`src/rtl/seq_det_pkg.sv`:
```
// ============================================================================
// Module      : seq_det_pkg
// Description : Shared types and limits for the parametrised serial pattern
//               detector (fill-state encoding, legal pattern width range).
// Revision    : 1.0 - initial release
// ============================================================================
`default_nettype none

package seq_det_pkg;

   // Fill FSM: how much of the history window holds valid bits.
   typedef enum logic [1:0] {
      FILL_EMPTY   = 2'd0,
      FILL_FILLING = 2'd1,
      FILL_PRIMED  = 2'd2
   } fill_state_e;

   localparam int PAT_W_MIN = 2;
   localparam int PAT_W_MAX = 16;

endpackage : seq_det_pkg

`default_nettype wire

```
`src/rtl/seq_match_counter.sv`:
```
// ============================================================================
// Module      : seq_match_counter
// Description : Saturating match counter with synchronous clear. Clear wins
//               over a simultaneous increment. Only compiled when the
//               MATCH_COUNT_EN macro is defined.
// Revision    : 1.0 - initial release
// ============================================================================
`default_nettype none

`ifdef MATCH_COUNT_EN
module seq_match_counter #(
   parameter int CNT_W = 8
) (
   input  logic             clk,
   input  logic             reset,
   input  logic             inc_i,
   input  logic             clr_i,
   output logic [CNT_W-1:0] cnt_o,
   output logic             sat_o
);

   logic [CNT_W-1:0] cnt_q;
   logic             sat_w;

   assign sat_w = &cnt_q;

   // Count matches, holding at all-ones; a clear discards a coincident match.
   always_ff @(posedge clk or posedge reset) begin
      if (reset) begin
         cnt_q <= '0;
      end else if (clr_i) begin
         cnt_q <= '0;
      end else if (inc_i && !sat_w) begin
         cnt_q <= cnt_q + CNT_W'(1);
      end
   end

   assign cnt_o = cnt_q;
   assign sat_o = sat_w;

endmodule : seq_match_counter
`endif

`default_nettype wire

```
`src/rtl/seq_detector_param.sv`:
```
// ============================================================================
// Module      : seq_detector_param
// Description : Parametrised serial pattern detector. Compares the newest
//               PAT_W accepted bits against a runtime-loadable pattern and
//               emits a registered one-cycle match pulse. Supports
//               overlapping / non-overlapping detection and a din qualifier.
//               Optional saturating match counter enabled by the
//               MATCH_COUNT_EN macro; without it match_cnt_o and cnt_sat_o
//               are tied low and cnt_clr_i is ignored.
// Revision    : 1.0 - initial release
// ============================================================================
`default_nettype none

module seq_detector_param
   import seq_det_pkg::*;
#(
   parameter int               PAT_W   = 3,
   parameter logic [PAT_W-1:0] DEF_PAT = 3'b101,
   parameter int               CNT_W   = 8
) (
   input  logic             clk,
   input  logic             reset,
   input  logic             din_valid_i,
   input  logic             din_i,
   input  logic             overlap_i,
   input  logic             pat_load_i,
   input  logic [PAT_W-1:0] pat_in_i,
   input  logic             cnt_clr_i,
   output logic             match_o,
   output logic [CNT_W-1:0] match_cnt_o,
   output logic             cnt_sat_o
);

   localparam int               FILL_W   = $clog2(PAT_W);
   localparam logic [FILL_W-1:0] FILL_MAX = FILL_W'(PAT_W - 1);

   generate
      if (PAT_W < PAT_W_MIN || PAT_W > PAT_W_MAX) begin : g_bad_pat_w
         $error("seq_detector_param: PAT_W=%0d outside legal range 2..16", PAT_W);
      end
   endgenerate

   fill_state_e       state_q;
   logic [FILL_W-1:0] fill_q;
   logic [FILL_W-1:0] fill_d;
   logic [PAT_W-2:0]  hist_q;
   logic [PAT_W-1:0]  pattern_q;
   logic              match_q;
   logic              match_d;
   logic [PAT_W-1:0]  cand;
   logic              hit;

   // The candidate window is the stored history plus the bit on din this cycle.
   assign cand    = {hist_q, din_i};
   assign hit     = (state_q == FILL_PRIMED) && (cand == pattern_q);
   assign fill_d  = fill_q + FILL_W'(1);
   // A match is only registered for a bit that is actually accepted.
   assign match_d = !pat_load_i && din_valid_i && hit;

   // Fill FSM, history shift register, pattern register and match pulse.
   always_ff @(posedge clk or posedge reset) begin
      if (reset) begin
         state_q   <= FILL_EMPTY;
         fill_q    <= '0;
         hist_q    <= '0;
         pattern_q <= DEF_PAT;
         match_q   <= 1'b0;
      end else begin
         match_q <= match_d;
         if (pat_load_i) begin
            pattern_q <= pat_in_i;
            hist_q    <= '0;
            fill_q    <= '0;
            state_q   <= FILL_EMPTY;
         end else if (din_valid_i) begin
            hist_q <= cand[PAT_W-2:0];
            if (hit && !overlap_i) begin
               fill_q  <= '0;
               state_q <= FILL_EMPTY;
            end else if (state_q != FILL_PRIMED) begin
               fill_q  <= fill_d;
               state_q <= (fill_d == FILL_MAX) ? FILL_PRIMED : FILL_FILLING;
            end
         end
      end
   end

   assign match_o = match_q;

`ifdef MATCH_COUNT_EN
   seq_match_counter #(
      .CNT_W (CNT_W)
   ) u_match_counter (
      .clk   (clk),
      .reset (reset),
      .inc_i (match_d),
      .clr_i (cnt_clr_i),
      .cnt_o (match_cnt_o),
      .sat_o (cnt_sat_o)
   );
`else
   logic unused_cnt_clr;
   assign unused_cnt_clr = cnt_clr_i;
   assign match_cnt_o    = '0;
   assign cnt_sat_o      = 1'b0;
`endif

endmodule : seq_detector_param

`default_nettype wire

```
`config.mk`:
```
export PLATFORM = sky130hd
export DESIGN_NAME = seq_detector_param
export DESIGN_NICKNAME = d
export VERILOG_FILES = /design/src/rtl/seq_det_pkg.sv /design/src/rtl/seq_match_counter.sv /design/src/rtl/seq_detector_param.sv
export SDC_FILE = /design/constraint.sdc
export NUM_CORES = 1
export LEC_CHECK = 0
export CAP_MARGIN = 30
export CORE_MARGIN = 4
export CORE_UTILIZATION = 45
export CTS_BUF_LIST = sky130_fd_sc_hd__clkbuf_2
export DETAILED_ROUTE_END_ITERATION = 6
export PLACE_DENSITY = 0.89
export REMOVE_ABC_BUFFERS = 1
export SLEW_MARGIN = 20
export SYNTH_ARGS = -nofsm -noshare
export SYNTH_HDL_FRONTEND = slang
export SYNTH_SLANG_ARGS = --single-unit
```
`constraint.sdc`:
```
create_clock -name clk -period 1.4 [get_ports clk]
set_input_delay 0.28 -clock clk [delete_from_list [all_inputs] [get_ports clk]]
set_output_delay 0.28 -clock clk [all_outputs]
set_load 0.02 [all_outputs]
```
Yosys cells after proc, flatten, opt, wreduce, memory -nomap -nowiden. Index checks and enable logic that the tools add are counted. Widths: inputs -> output; s select.

$add $sub $neg: 1. Reductions and logical operators: 9. Multiplexer cells: 11. Equality and inequality tests: 4.

Operators with widths (number): $mux 2 (11); $eq 2x2->1 const B (2); $logic_and 1x1->1 (4); $eq 3x3->1 (1); $reduce_bool 3->1 (1); $add 2x1->2 const B (1); $logic_not 1->1 (2); $ne 2x2->1 const B (1); $reduce_and 2->1 (1); $reduce_bool 2->1 (1).

Register bits after elaboration: 10. Word-level logic and storage cells: 30. Output and inout port bits: 10. Input bits: 10.

Longest topological paths before layout. Gate-level depths: netlist of the first run.

Word-level depth: 7. Gate-level depth with buffers: 5.

Worst setup path after synthesis of the first run. Ideal clock, no wire load.

Kind: register to register. Start point: register pattern_q[0]. End point: register fill_q[1]. Setup slack: 0.263 ns. Path buffers: 0. Period minus slack after synthesis: 1.137 ns. Arrival: 1.004 ns. Data required time: 1.267 ns. Cell stages (with the launch flop): 4. Path through: dfstp_2 > xor2_1 > o41ai_1 > a31oi_1.

Cells in the longest elaborated chain, start to end: 6. Elaborated cells between the ends (all ways): 8. Classes of those cells: eq/ne: 1; mux: 3; reduce/logical: 4.

RTL lines: start, declared (RTL line seq_detector_param.sv:47) `logic [PAT_W-1:0] pattern_q;`; start signal, assigned (RTL line seq_detector_param.sv:71) `pattern_q <= pat_in_i;`; $eq 3x3->1 * (RTL line seq_detector_param.sv:55) `assign hit = (state_q == FILL_PRIMED) && (cand == pattern_q);`; $logic_and 1x1->1 * (RTL line seq_detector_param.sv:55); $logic_and 1x1->1 * (RTL line seq_detector_param.sv:77) `if (hit && !overlap_i) begin`; $mux 2 (RTL line seq_detector_param.sv:77); $mux 2 (RTL line seq_detector_param.sv:75) `end else if (din_valid_i) begin`; $mux 2 (RTL line seq_detector_param.sv:70) `if (pat_load_i) begin`; end signal, assigned (RTL line seq_detector_param.sv:81) `fill_q <= fill_d;`; end, declared (RTL line seq_detector_param.sv:44) `logic [FILL_W-1:0] fill_q;`.

Mark *: on every way between the ends. The rest lies on a longest branch, timed or not. The select of a mux whose other input is x is not followed. A chain may end at the register's enable or synchronous reset.

Final worst setup path of the first run.
Start point: input port din_i. End point: register state_q[1].

Cells in the longest elaborated chain, start to end: 6. Elaborated cells between the ends (all ways): 8. Classes of those cells: eq/ne: 1; mux: 3; reduce/logical: 4.

RTL lines: start, declared (RTL line seq_detector_param.sv:24) `input logic din_i,`; $eq 3x3->1 * (RTL line seq_detector_param.sv:55); $logic_and 1x1->1 * (RTL line seq_detector_param.sv:55); $logic_and 1x1->1 * (RTL line seq_detector_param.sv:77); $mux 2 (RTL line seq_detector_param.sv:77); $mux 2 (RTL line seq_detector_param.sv:75); $mux 2 (RTL line seq_detector_param.sv:70); end signal, assigned (RTL line seq_detector_param.sv:82) `state_q <= (fill_d == FILL_MAX) ? FILL_PRIMED : FILL_FILLING;`; end, declared (RTL line seq_detector_param.sv:43) `fill_state_e state_q;`.

Marks and branches as above.

==> flow_summary.yaml, run 1 <==
route:
  drc: 0
  ant_nets: 0
  drt_iter0_drc: 6
  via_per_inst: 5.14
  vias: 432
  wl_per_cell_um: 12.7
  wl_mm: 1.06
  first_pass_iters: 4
logic_synthesis:
  ys_ff_latch: 10
  synth_area_leaders: "dfrtp_1 34%, buf_4 12%, dfstp_2 9.0%"
  syn_area_per_cell_um2: 10.5
  synth_top_area_share_pct: 34.2
  yosysSeqAreaShare_pct: 43.2
  ys_warn_count: 0
  synth_top_family_by_area: "buffers and inverters"
  async_reset_ff_share_pct: 100
  synth_simple_gate_area_share_pct: 14.1
  synthTopCellsByCount: "9 x buf_4, 8 x dfrtp_1"
  synth.largest_area_cell: "dfrtp_1"
  synth_compound_area_share_pct: 11.1
  synth-edff-count: 0
  synth_most_common_cell: "buf_4"
  synthFlopType: "dfrtp_1"
  synth_area_um2: 586
  syn_inst: 56
  yosysUniqueCellTypes: 22
  synthXorXnorAreaFrac_pct: 4.49
  synthAdderAreaFrac_pct: 2.14
  synthMuxAreaShare_pct: 9.19
cells_and_area:
  finalNetCount: 82
  final_area_um2: 701
  area_growth_pct: 19.7
  fin_cells: 84
  layout-drive-gt1-share_pct: 18.6
  final_util_pct: 59.8
  num_antenna_cells: 0
clock_tree:
  cts_buffer_depth: 2
  clk_pin_slew_ns: 0.10
  clock_latency_ns: 0.25
  htree_levels: 1
  cts_buffers: 3
  hold_buffers: 0
  cts_sinks: 10
  post_cts_buffers: 0
  cts_root_buffer: "clkbuf_2"
  cts_tree: "done"
timing:
  finalWorstSetupSlack_ns: 0.121
  finClkSkew_ns: 0.00228
  hold_viol: 0
  setup_viol: 0
  rsz0062_at_grt: "no"
  drv_slew: 0
  period_share_pct: 91.3
  tns_ns: 0
  finalCriticalPeriod_ns: 1.28
  fmax_mhz: 782
die:
  die_h_um: 44.1
  start_util_pct: 50.0
  die_w_um: 44.1
  floorplan.die_area_um2: 1940
  ios: 20
  core_area_um2: 1170
  rows: 12
place:
  place_congestion: 0.735
  place_worst_setup_slack_ns: -0.204
  placed_area_um2: 676
  io_buffers: 9
  hpwl_um: 886
  dpl.cell_count: 80
pwr:
  ir_drop_mv: 0.459
  leakage_nw: 0.324
  power_density_nw_per_um2: 916
critical_path:
  cpPeakStageDelay_ns: 0.46
  worst_setup_path_end_kind: "register"
  cp.arrival_ns: 1.41
  crit_path_start_kind: "input pin"
  cp_slowest_cell: "clkdlybuf4s50_1"
  worst-path-stages: 4
  critPathKind: "in2reg"
  crit_buf_inv: 1
  rrSetupSlack_ns: 0.14
  rr_worst_depth: 3
  cp_top_family: "compound AO/OA/AOI/OAI gates"
  crit_required_ns: 1.53
  crit_path_end: "state_q[1]"
  reg2reg_from: "hist_q[0]"
  worstSetupStartpoint: "din_i"
  worst-path-max-fanout: 4
  path_cells: "clkdlybuf4s50_1, xor2_1, o41ai_1, a21oi_1"
  r2r_end: "state_q[1]"
global_route:
  groute.usage.overall_pct: 12.5
  grt_antenna_before_repair: 0
  grt_pass1_wl_mm: 1.74
  grt_max_degree: 11
  overflow: 0
  grt_pass1_vias: 423
min_path:
  hold_class: "in2async"
run:
  cap_violations: 0
run_status:
  status: "finished clean"
==> sequential cells by signal (all words and copies together) (netlist names) <==
signal     count
hist_q         2
pattern_q      3
state_q        2
match_o        1
fill_q         2
==> final cells by class <==
class	count	area [µm²]
Timing Repair Buffer	13	119
Inverter	3	11.3
Multi-Input combinational cell	40	282
Clock buffer	3	15.0
Fill cell	111	470
Sequential cell	10	253
Tap cell	14	17.5
Clock inverter	1	3.75
==> worst min-delay path by stage <==
stage                    to  slack, ns
2_1_floorplan     fill_q[0]       0.12
3_3_place_gp   pattern_q[1]       0.52
3_5_place_dp   pattern_q[1]       0.53
4_1_cts           fill_q[0]       0.29
5_1_grt           fill_q[0]       0.31
6_report          hist_q[1]       0.28
==> cells in the final DEF (no fill, tap or decap), types with 2 or more instances in the layout <==
cell type	n
conb_1	9
dfrtp_1	8
clkdlybuf4s50_1	8
buf_4	4
nand2b_1	3
nand3b_1	3
xor2_1	3
inv_1	3
mux2_2	3
clkbuf_2	3
mux2i_1	2
nor2_1	2
and3b_1	2
a31oi_1	2
o41ai_1	2
a21oi_1	2
dfstp_2	2
==> metrics by stage <==
stage	power, W	hold WS [ns]
floorplan	0.000423	0.119
global placement	0.000474	0.518
detailed placement	0.000481	0.525
CTS	0.000643	0.293
global route	0.000676	0.307
finish	0.000642	0.283
==> metal layers <==
metal  vias up  wire, µm  global-route usage, %
met5         -         0                      0
met4         0        21                   7.23
met3         2        79                   2.44
met2        20       517                   21.8
met1       204       445                   14.1
li1        206         -                      -
==> cells by family (layout without fill, tap and decap cells) <==
family / count (synthesis) / in the layout
AOI/OAI and AO/OA: 9 / 9
xor gates and xnor gates: 3 / 3
adders and majority gates: 1 / 1
buffers and inverters: 14 / 20
DFF: 10 / 10
muxes: 5 / 5
other: 1 / 9
and+or+nand+nor: 13 / 13
==> power by group <==
part | internal [W] | switching (W)
registers | 0.000315 | 0.0000194
logic | 0.0000653 | 0.0000777
clock network | 0.0000620 | 0.000102
total | 0.000443 | 0.000199
==> repair_timing <==
| action | in CTS | in global routing |
|---|---|---|
| endpoints found under the setup margin | 1 | 1 |
| cloned | 0 | 0 |
| gates resized for setup | 1 | 1 |
Power figures use the tool's default switching activity.
==> run 2, diff against run 1 <==
--- a/config.mk
+++ b/config.mk
@@ -6,7 +6,7 @@
 export NUM_CORES = 1
 export LEC_CHECK = 0
 export CAP_MARGIN = 30
-export CORE_MARGIN = 4
+export CORE_MARGIN = 2
 export CORE_UTILIZATION = 45
 export CTS_BUF_LIST = sky130_fd_sc_hd__clkbuf_2
 export DETAILED_ROUTE_END_ITERATION = 6
==> flow_summary.yaml, run 2 (same netlist as run 1, synthesis figures left out) <==
run_status:
  status: "finished clean"
run:
  cap_violations: 0
timing:
  finalWorstSetupSlack_ns: 0.132
  setup_viol: 0
  hold_viol: 0
  hold_ws_ns: 0.278
  rsz0062_at_grt: "no"
  period_share_pct: 90.5
  finalCriticalPeriod_ns: 1.27
  drv_slew: 0
  fmax_mhz: 789
  finClkSkew_ns: 0.00668
global_route:
  grt_max_degree: 12
  grt_pass1_wl_mm: 1.70
  overflow: 0
  grt_antenna_before_repair: 0
  grt_pass1_vias: 378
  groute.usage.overall_pct: 16.9
route:
  vias: 414
  via_per_inst: 4.99
  wl_mm: 1.01
  ant_nets: 0
  first_pass_iters: 4
  drc: 0
  drt_iter0_drc: 9
  wl_per_cell_um: 12.2
cells_and_area:
  layout_common_cells: "9 x conb_1, 8 x dfrtp_1, 8 x clkdlybuf4s50_1"
  regMostFlops: "pattern_q"
  area_growth_pct: 17.1
  final_common_cell: "conb_1"
  num_antenna_cells: 0
  largest_reg_flops: 3
  finalNetCount: 81
  layout-drive-gt1-share_pct: 15.9
clock_tree:
  clock_latency_ns: 0.27
  cts_buffer_depth: 2
  cts_buffers: 3
  clk_pin_slew_ns: 0.11
  cts_root_buffer: "clkbuf_2"
  cts_tree: "done"
  cts_sinks: 10
  hold_buffers: 0
  htree_levels: 1
critical_path:
  cpPeakStageDelay_ns: 0.42
  worst-path-max-fanout: 4
  crit_buf_inv: 0
  worst_setup_path_end_kind: "register"
  cp_slowest_cell: "dfrtp_1"
  critPathKind: "reg2reg"
  cp.arrival_ns: 1.40
  cp_top_family: "compound AO/OA/AOI/OAI gates"
  path_cells: "xor2_1, o41ai_1, a31oi_1"
  crit_required_ns: 1.54
  crit_path_start_kind: "register"
die:
  die_w_um: 40.1
  core_area_um2: 1160
  die_h_um: 40.1
  ios: 20
  floorplan.die_area_um2: 1610
  rows: 12
  start_util_pct: 50.6
pwr:
  power_w: 0.000646
  leakage_nw: 0.319
  ir_drop_mv: 0.644
  power_density_nw_per_um2: 942
place:
  place_worst_setup_slack_ns: -0.131
  io_buffers: 9
  place_congestion: 0.730
  hpwl_um: 812
min_path:
  hold_class: "in2async"
-- run 2: metal layers --
| metal | up-vias | track usage, % | routed length, µm |
|---|---|---|---|
| met4 | 0 | 10.3 | 17 |
| met5 | - | 0 | 0 |
| met1 | 189 | 21.5 | 433 |
| li1 | 203 | - | - |
| met2 | 18 | 26.2 | 501 |
| met3 | 4 | 3.33 | 58 |
-- run 2: layout make-up --
cell class | count | area (µm²)
fill | 105 | 470
tap | 14 | 17.5
timing repair buffer | 12 | 111
multi-input combinational | 40 | 274
inverter | 3 | 11.3
clock inverter | 1 | 3.75
clock buffer | 3 | 15.0
sequential | 10 | 253
-- run 2: worst paths after layout --
check / startpoint / end / slack, ns / depth (start not counted)
worst max-delay path: hist_q[0] / fill_q[0] / 0.13 / 3
worst min register to register: hist_q[1] / hist_q[1] / 0.56 / 2
worst max register to register: hist_q[0] / fill_q[0] / 0.13 / 3
worst min-delay path: reset / hist_q[1] / 0.28 / 2
min in group clk: hist_q[1] / hist_q[1] / 0.56 / 2
max in group asynchronous: reset / pattern_q[0] / 0.81 / 2
-- run 2: where the power goes --
group / total, W / switching (W) / internal, W
clock: 0.000172 / 0.000110 / 0.0000620
sequential: 0.000335 / 0.0000199 / 0.000315
combinational: 0.000139 / 0.0000749 / 0.0000637
-- run 2: timing repair --
action / 4_1_cts / 5_1_grt
resized for setup: 1 / 0
setup endpoints to repair: 1 / 0
setup buffers: 0 / 0
-- run 2: through the flow --
step                      util, %  area, µm²  setup TNS [ns]  cells
final                        59.3        686               0     83
after global routing         59.3        686               0     83
after CTS                    59.3        686               0     83
after detailed placement     57.8        668          -0.373     79
after global placement       57.8        668          -0.309     79
after floorplan                 -        538               0     53
==> run 3, diff against run 2 <==
--- a/config.mk
+++ b/config.mk
@@ -12,6 +12,7 @@
 export DETAILED_ROUTE_END_ITERATION = 6
 export PLACE_DENSITY = 0.89
 export REMOVE_ABC_BUFFERS = 1
+export SETUP_SLACK_MARGIN = 0.2
 export SLEW_MARGIN = 20
 export SYNTH_ARGS = -nofsm -noshare
 export SYNTH_HDL_FRONTEND = slang
==> flow_summary.yaml, run 3 (same netlist as run 1, synthesis figures left out) <==
critical_path:
  worst_setup_path_end_kind: "register"
  crit_required_ns: 1.54
  cp.arrival_ns: 1.40
  worst-path-max-fanout: 4
  crit_path_start_kind: "register"
  critPathKind: "reg2reg"
clock_tree:
  hold_buffers: 0
  clk_pin_slew_ns: 0.11
  clock_latency_ns: 0.26
  cts_buffer_depth: 2
  cts_tree: "done"
  cts_root_buffer: "clkbuf_2"
  cts_buffers: 3
  cts_sinks: 10
  htree_levels: 1
cells_and_area:
  final_util_pct: 64.4
  num-fill-cells: 95
  num_antenna_cells: 0
  layout-drive-gt1-share_pct: 29.6
  area_growth_pct: 27.1
  largest_reg_flops: 3
  fin_cells: 85
  layout_common_cells: "9 x conb_1, 8 x dfrtp_1, 8 x clkdlybuf4s50_1"
  regMostFlops: "pattern_q"
  finalNetCount: 83
  final_common_cell: "conb_1"
die:
  die_w_um: 40.1
  start_util_pct: 50.6
  core_area_um2: 1160
  floorplan.die_area_um2: 1610
  die_h_um: 40.1
  ios: 20
  rows: 12
timing:
  rsz0062_at_grt: "yes"
  hold_ws_ns: 0.285
  hold_viol: 0
  fmax_mhz: 798
  drv_slew: 0
  period_share_pct: 89.5
  finalWorstSetupSlack_ns: 0.146
  finalCriticalPeriod_ns: 1.25
  finClkSkew_ns: 0.00699
  setup_viol: 0
route:
  wl_mm: 1.14
  via_per_inst: 4.95
  drc: 0
  first_pass_iters: 2
  vias: 421
  drt_iter0_drc: 9
  ant_nets: 0
  wl_per_cell_um: 13.4
place:
  dpl.cell_count: 79
  hpwl_um: 812
  place_worst_setup_slack_ns: -0.131
  io_buffers: 9
  place_congestion: 0.730
global_route:
  overflow: 0
  grt_max_degree: 12
  grt_pass1_vias: 404
  groute.usage.overall_pct: 17.8
  grt_pass1_wl_mm: 1.77
  grt_antenna_before_repair: 0
pwr:
  power_density_nw_per_um2: 910
  leakage_nw: 0.331
  ir_drop_mv: 0.656
min_path:
  hold_class: "in2async"
run:
  cap_violations: 0
run_status:
  status: "finished clean"
## run 3: layer usage
layer | wire length, µm | share of wire [%] | vias to the layer above | GRT usage [%]
met1 | 483 | 42 | 196 | 20.9
met2 | 593 | 52 | 18 | 28.6
met4 | 4 | 0.35 | 0 | 12.1
met5 | 0 | 0 | - | 0
met3 | 61 | 5.3 | 2 | 3.89
li1 | - | - | 205 | -
## run 3: what timing repair did
action / CTS / global route
setup buffers: 1 / 1
gates resized for setup: 6 / 4
endpoints found under the setup margin: 4 / 5
pin swaps: 1 / 3
## run 3: path summary, 6_finish.rpt
path                               from            to  slack [ns]  cells past startpoint
setup / recovery           pattern_q[2]     fill_q[1]        0.15                      3
hold / removal                    reset     hist_q[1]        0.28                      2
setup reg to reg           pattern_q[2]     fill_q[1]        0.15                      3
hold reg to reg               fill_q[1]     fill_q[1]        0.59                      2
max in group asynchronous         reset  pattern_q[0]        0.80                      2
min in group clk              fill_q[1]     fill_q[1]        0.59                      2
## run 3: final cells by class
cell class	instances	area (µm²)	area share, %
Tap cell	14	17.5	2.35
Multi-Input combinational cell	40	322	43.2
Timing Repair Buffer	14	123	16.5
Inverter	3	11.3	1.51
Sequential cell	10	253	33.9
Clock inverter	1	3.75	0.504
Clock buffer	3	15.0	2.02
## run 3: power breakdown
part	switching (W)	total, W	leakage, nW	internal, W
logic	0.0000891	0.000166	0.190	0.0000769
clock network	0.000109	0.000172	0.0140	0.0000620
registers	0.0000245	0.000340	0.127	0.000316
total	0.000223	0.000678	0.331	0.000455
## run 3: worst max-delay path, stage by stage, from the launching register on
cell and delay, ns:
dfstp_2 0.57, xor2_2 0.11, o41ai_2 0.32, a31oi_1 0.12
## run 3: through the flow
stage	TNS (ns)	power (W)	area (µm²)
floorplan	0	0.000423	538
global placement	-0.309	0.000472	668
detailed placement	-0.373	0.000479	668
CTS	0	0.000671	731
global route	0	0.000715	744
finish	0	0.000678	744
